<file path="config.mk">
export PLATFORM = sky130hd
export DESIGN_NAME = multi_byte_add_sequencer_flat
export DESIGN_NICKNAME = d
export VERILOG_FILES = /design/src/rtl/multi_byte_add_sequencer_if.sv /design/src/rtl/multi_byte_add_sequencer.sv /design/src/flat_wrapper.sv
export SDC_FILE = /design/constraint.sdc
export NUM_CORES = 1
export LEC_CHECK = 0
export ABC_CLOCK_PERIOD_IN_PS = 9600
export BUFFER_PORTS_ARGS = -buffer_cell sky130_fd_sc_hd__buf_4
export CORE_AREA = 4 4 98 100
export CTS_CLUSTER_SIZE = 12
export DETAILED_ROUTE_END_ITERATION = 10
export DIE_AREA = 0 0 102 104
export PLACE_DENSITY = 0.85
export SYNTH_ARGS = -nofsm -noshare
export SYNTH_HDL_FRONTEND = slang
export SYNTH_SLANG_ARGS = --single-unit
</file>
<file path="constraint.sdc">
create_clock -name clk -period 9.6 [get_ports clk]
set_clock_uncertainty 0.05 [all_clocks]
set_input_delay 0.48 -clock clk [delete_from_list [all_inputs] [get_ports clk]]
set_output_delay 0.48 -clock clk [all_outputs]
set_load 0.1 [all_outputs]
</file>
<file path="src/rtl/multi_byte_add_sequencer_if.sv">
// Operand/result handshake bundle for multi_byte_add_sequencer.
// The master side drives operands and the result accept; the slave side is the adder.
interface multi_byte_add_sequencer_if #(
    parameter int NBYTES = 4
);
    localparam int W = 8 * NBYTES;

    logic         in_valid;
    logic         in_ready;
    logic [W-1:0] a;
    logic [W-1:0] b;
    logic         sub;
    logic         out_valid;
    logic         out_ready;
    logic [W-1:0] sum;
    logic         carry_out;
    logic         busy;

    modport master (
        output in_valid, a, b, sub, out_ready,
        input  in_ready, out_valid, sum, carry_out, busy
    );

    modport slave (
        input  in_valid, a, b, sub, out_ready,
        output in_ready, out_valid, sum, carry_out, busy
    );
endinterface

</file>
<file path="src/rtl/multi_byte_add_sequencer.sv">
// Byte-serial wide adder: one 8-bit ripple slice per clock, carry chained in a register.
// Define SUBTRACT_EN to build the a - b path (b inverted, carry seeded with 1).
module full_adder (
    input  logic i_a,
    input  logic i_b,
    input  logic i_c,
    output logic o_s,
    output logic o_c
);
    assign o_s = i_a ^ i_b ^ i_c;
    assign o_c = (i_a & i_b) | (i_c & (i_a ^ i_b));
endmodule

module multi_byte_add_sequencer #(
    parameter int NBYTES = 4
) (
    input logic                         clk,
    input logic                         rst,
    multi_byte_add_sequencer_if.slave   bus
);
    localparam int W  = 8 * NBYTES;
    localparam int IW = (NBYTES > 1) ? $clog2(NBYTES) : 1;
    localparam logic [IW-1:0] LAST = IW'(NBYTES - 1);

    typedef enum logic [1:0] {
        S_IDLE,
        S_RUN,
        S_DONE
    } state_t;

    state_t        r_state;
    state_t        w_state_nx;
    logic [W-1:0]  r_a;
    logic [W-1:0]  r_b;
    logic [W-1:0]  r_sum;
    logic          r_cy;
    logic          r_sub;
    logic [IW-1:0] r_idx;

    logic          w_accept;
    logic          w_run_step;
    logic          w_last;
    logic          w_sub_in;
    logic [7:0]    w_a_byte;
    logic [7:0]    w_b_byte;
    logic [7:0]    w_b_eff;
    logic [7:0]    w_sum_byte;
    logic [8:0]    w_carry;

    assign w_last   = (r_idx == LAST);
    assign w_a_byte = r_a[{r_idx, 3'b000} +: 8];
    assign w_b_byte = r_b[{r_idx, 3'b000} +: 8];

`ifdef SUBTRACT_EN
    assign w_sub_in = bus.sub;
    assign w_b_eff  = r_sub ? ~w_b_byte : w_b_byte;
`else
    logic w_unused_sub;
    assign w_sub_in     = 1'b0;
    assign w_b_eff      = w_b_byte;
    assign w_unused_sub = bus.sub ^ r_sub;
`endif

    // Eight-cell ripple slice; carry-in comes from the inter-byte register.
    assign w_carry[0] = r_cy;
    for (genvar g = 0; g < 8; g++) begin : g_fa
        full_adder u_fa (
            .i_a (w_a_byte[g]),
            .i_b (w_b_eff[g]),
            .i_c (w_carry[g]),
            .o_s (w_sum_byte[g]),
            .o_c (w_carry[g+1])
        );
    end

    always_ff @(posedge clk) begin
        if (rst) begin
            r_state <= S_IDLE;
        end else begin
            r_state <= w_state_nx;
        end
    end

    always_comb begin
        w_state_nx    = r_state;
        w_accept      = 1'b0;
        w_run_step    = 1'b0;
        bus.in_ready  = 1'b0;
        bus.out_valid = 1'b0;
        bus.busy      = 1'b0;
        unique case (r_state)
            S_IDLE: begin
                bus.in_ready = 1'b1;
                if (bus.in_valid) begin
                    w_accept   = 1'b1;
                    w_state_nx = S_RUN;
                end
            end
            S_RUN: begin
                bus.busy   = 1'b1;
                w_run_step = 1'b1;
                if (w_last) begin
                    w_state_nx = S_DONE;
                end
            end
            S_DONE: begin
                bus.busy      = 1'b1;
                bus.out_valid = 1'b1;
                if (bus.out_ready) begin
                    w_state_nx = S_IDLE;
                end
            end
            default: w_state_nx = S_IDLE;
        endcase
    end

    // sum_q keeps stale upper bytes across accepts; every lane is rewritten in RUN.
    always_ff @(posedge clk) begin
        if (rst) begin
            r_a   <= '0;
            r_b   <= '0;
            r_sum <= '0;
            r_cy  <= 1'b0;
            r_sub <= 1'b0;
            r_idx <= '0;
        end else if (w_accept) begin
            r_a   <= bus.a;
            r_b   <= bus.b;
            r_sub <= w_sub_in;
            r_cy  <= w_sub_in;
            r_idx <= '0;
        end else if (w_run_step) begin
            r_sum[{r_idx, 3'b000} +: 8] <= w_sum_byte;
            r_cy <= w_carry[8];
            if (!w_last) begin
                r_idx <= r_idx + 1'b1;
            end
        end
    end

    assign bus.sum       = r_sum;
    assign bus.carry_out = r_cy;
endmodule

</file>
<file path="src/flat_wrapper.sv">
// flat-port wrapper written by rule: the top's interface ports become plain ports
module multi_byte_add_sequencer_flat 
#(
    parameter int NBYTES = 4
)
  (clk, rst, bus_in_valid, bus_a, bus_b, bus_sub, bus_out_ready, bus_in_ready, bus_out_valid, bus_sum, bus_carry_out, bus_busy);
  multi_byte_add_sequencer_if #(.NBYTES(NBYTES)) bus_i ();
  input logic clk;
  input logic rst;
  input wire logic [$bits(bus_i.in_valid)-1:0] bus_in_valid;
  input wire logic [$bits(bus_i.a)-1:0] bus_a;
  input wire logic [$bits(bus_i.b)-1:0] bus_b;
  input wire logic [$bits(bus_i.sub)-1:0] bus_sub;
  input wire logic [$bits(bus_i.out_ready)-1:0] bus_out_ready;
  output wire logic [$bits(bus_i.in_ready)-1:0] bus_in_ready;
  output wire logic [$bits(bus_i.out_valid)-1:0] bus_out_valid;
  output wire logic [$bits(bus_i.sum)-1:0] bus_sum;
  output wire logic [$bits(bus_i.carry_out)-1:0] bus_carry_out;
  output wire logic [$bits(bus_i.busy)-1:0] bus_busy;
  assign bus_i.in_valid = bus_in_valid;
  assign bus_i.a = bus_a;
  assign bus_i.b = bus_b;
  assign bus_i.sub = bus_sub;
  assign bus_i.out_ready = bus_out_ready;
  assign bus_in_ready = bus_i.in_ready;
  assign bus_out_valid = bus_i.out_valid;
  assign bus_sum = bus_i.sum;
  assign bus_carry_out = bus_i.carry_out;
  assign bus_busy = bus_i.busy;
  multi_byte_add_sequencer #(.NBYTES(NBYTES)) u_core (.clk(clk), .rst(rst), .bus(bus_i));
endmodule
</file>
==> flow_summary_export.csv <==
group,metric,value,unit
yosys,synthesis.area,0.00437,mm²
setup_path,crit_slowest_cell,"dfxtp_1",
route,drt-total-wl,10.3,mm
job,maxCapViolations,0,
setup_path,critPathRequiredTime,9.77,ns
route,postRouteAntennaNets,0,
sta,min_period,5.09,ns
global_routing,grt_pass1_vias,3612,
route,vias_per_cell,5.28,
finish,final_cell_area,0.00535,mm²
finish,nFillCells,763,
global_routing,grt_max_degree,104,
setup_path,cpPeakStageDelay,0.98,ns
min_path,hp-class,"input port to register",
cts,cts_buffer_depth,2,
setup_path,cp.arrival,5.25,ns
yosys,synth_common_cells,"160 x nand2_1, 101 x dfxtp_1, 90 x a21oi_1",
cts,cts_tree,"yes",
yosys,ys_top_cells_by_area,"dfxtp_1 46%, nand2_1 14%, a21oi_1 10%, mux4_2 8.3%, fa_1 3.7%",
die,initial_core_util,50.3,%
setup_path,setup.worst_path.end_class,"register",
yosys,yosys_warnings,0,
cts,path_clk_slew,0.09,ns
setup_path,cp_max_fo,21,
setup_path,reg2reg_slack,4.51,ns
sta,worstMarginPinSlew,1.12,ns
power,ir_worst_vdd,0.000125,V
die,coreArea,0.00868,mm²
finish,diodes,0,
yosys,synth_cell_types,29,
setup_path,worst-setup-path-type,"register to register",
setup_path,critPathTopFamily,"adder cells",
place,post_dp_cell_area,0.00514,mm²
place,gp_congestion,0.800,
route,first_pass_iters,4,
route,drc_errors,0,
setup_path,cp-start-kind,"register",
sta,post-route-period-util,53.0,%
die,fp-row-count,34,
sta,slew_viol_final,0,
cts,clk_latency,0.37,ns
route,vias,3680,
finish,final_nets,671,
place,hpwl,7.60,mm
die,die_x,102,µm
finish,layout-drive-gt1-share,23.3,%
die,die_y,104,µm
yosys,yosysSeqAreaShare,46.3,%
setup_path,crit_top_cell,"fa_1",
route,drtIter0Drc,144,
power,total_power,1.24,mW
yosys,ys_seq_elements,101,
setup_path,path_cells,"mux4_2, inv_1, fa_1, fa_1, fa_1, fa_1, fa_1, fa_1, inv_1, fa_1, fa_1, nand3_1, a2bb2oi_1, nor2_1",
cts,htreeDepth,3,
cts,postCtsResizedCells,0,
sta,relSlewSlack,25.0,%
yosys,syn_nets,590,
yosys,synth_top_area_share,46.3,%
run_status,status,"finished clean",
yosys,ys.flop_type,"dfxtp_1",
place,place.port_buffers,103,
cts,cts.sinks,101,
yosys,yosysTopAreaCell,"dfxtp_1",
yosys,ys_async_sr_fraction,0,%
yosys,syn_avg_cell_area,8.68,µm²
cts,numCtsBuffers,9,
global_routing,track_usage,19.6,%
power,powerDensity,231,mW/mm²
sta,rsz0062_at_grt,"no",
finish,area_growth,22.6,%
sta,fin_tns_setup,0,ns
sta,clock.fmax,197,MHz
die,dieArea,0.0106,mm²
yosys,postSynthCellCount,503,
cts,post_cts_buffers,0,
route,wl_per_cell,14.8,µm
sta,hold_viol,0,
global_routing,grt_pass1_wl,16.5,mm
power,p_leak,2.11,nW
global_routing,grt_overflow,0,
sta,setup_viol,0,
die,io_pins,105,
cts,cts_hold_buf,0,
global_routing,antenna_found_initial,0,
yosys,synth_edf_count,0,
setup_path,path_buf_inv,2,
cts,clock-root-buffer,"clkbuf_8",
yosys,yosysMostFrequentCell,"nand2_1",
## worst register-to-register path, stage by stage, from the launching register on
cell and delay (ns):
dfxtp_1 0.98, mux4_2 0.38, inv_1 0.06, fa_1 0.40
fa_1 0.39, fa_1 0.40, fa_1 0.40, fa_1 0.41
fa_1 0.37, inv_1 0.08, fa_1 0.19, fa_1 0.49
nand3_1 0.13, a2bb2oi_1 0.16, nor2_1 0.05
## cells in the final DEF, fill, tap and decap left out, drive strengths merged
| cell | instances |
|---|---|
| a21oi | 90 |
| and3b | 2 |
| nand4 | 2 |
| ha | 10 |
| clkbuf | 10 |
| nand3b | 2 |
| a2bb2oi | 2 |
| mux2i | 4 |
| a221oi | 1 |
| dfxtp | 101 |
| xnor2 | 1 |
| mux4 | 16 |
| inv | 21 |
| or3b | 1 |
| nor2 | 6 |
| nand2b | 6 |
| nand3 | 2 |
| clkinv | 2 |
| a32oi | 4 |
| fa | 8 |
| or3 | 24 |
| nand2 | 160 |
| bufinv | 2 |
| buf | 104 |
| nor2b | 2 |
| nor3 | 3 |
| clkinvlp | 1 |
| and2 | 1 |
| and2b | 1 |
## power by group
group	internal [mW]	switching, mW
Sequential	0.475	0.0361
Combinational	0.150	0.288
Clock	0.147	0.143
Total	0.772	0.467
## logic make-up after synthesis
family	count (synthesis)	share of synthesized area (%)
flops	101	46.3
fa+ha+maj	18	6.53
buf+inv	54	5.07
xor+xnor	1	0.201
compound gates	97	11.7
mux	20	9.17
simple gates	212	21.0
## cell type report
| cell class | count | area [µm²] | area share (%) |
|---|---|---|---|
| clock inverters | 6 | 86.3 | 1.61 |
| well taps | 108 | 135 | 2.52 |
| clock buffers | 10 | 128 | 2.38 |
| repair buffers | 104 | 781 | 14.6 |
| inverters | 20 | 75.1 | 1.40 |
| multi-input cells | 348 | 2130 | 39.7 |
| flip-flops and latches | 101 | 2020 | 37.8 |
## per-layer routing
layer	vias up	track usage [%]	wire length [µm]
li1	1835	-	-
met1	1711	22.7	4120
met2	114	34.4	5360
met3	20	4.76	588
met4	0	7.22	231
met5	-	0	0
## metrics by stage
stage	hold slack, ns	util, %	worst slack, ns	instances
floorplan	0.383	-	5.01	503
global placement	0.390	59.2	4.64	681
detailed placement	0.397	59.2	4.54	681
CTS	0.279	61.7	4.52	697
global route	0.292	61.7	4.27	697
finish	0.299	61.7	4.51	697
## final timing paths
check / end / startpoint / cells past startpoint
min: u_core.r_a[23]$_SDFFE_PP0P_ / bus_a[23] / 3
min reg2reg: u_core.bus.sum[4]$_SDFFE_PP0P_ / u_core.bus.sum[4]$_SDFFE_PP0P_ / 2
max: u_core.bus.sum[7]$_SDFFE_PP0P_ / u_core.r_idx[1]$_SDFFE_PP0P_ / 14
max reg2reg: u_core.bus.sum[7]$_SDFFE_PP0P_ / u_core.r_idx[1]$_SDFFE_PP0P_ / 14
## state kept, by name, indices dropped and copies added (netlist names)
| name | cells |
|---|---|
| u_core.bus.carry_out | 1 |
| u_core.r_b | 32 |
| u_core.r_a | 32 |
| u_core.r_state | 2 |
| u_core.bus.sum | 32 |
| u_core.r_idx | 2 |
Note: power is estimated with default switching activity, not from simulation.
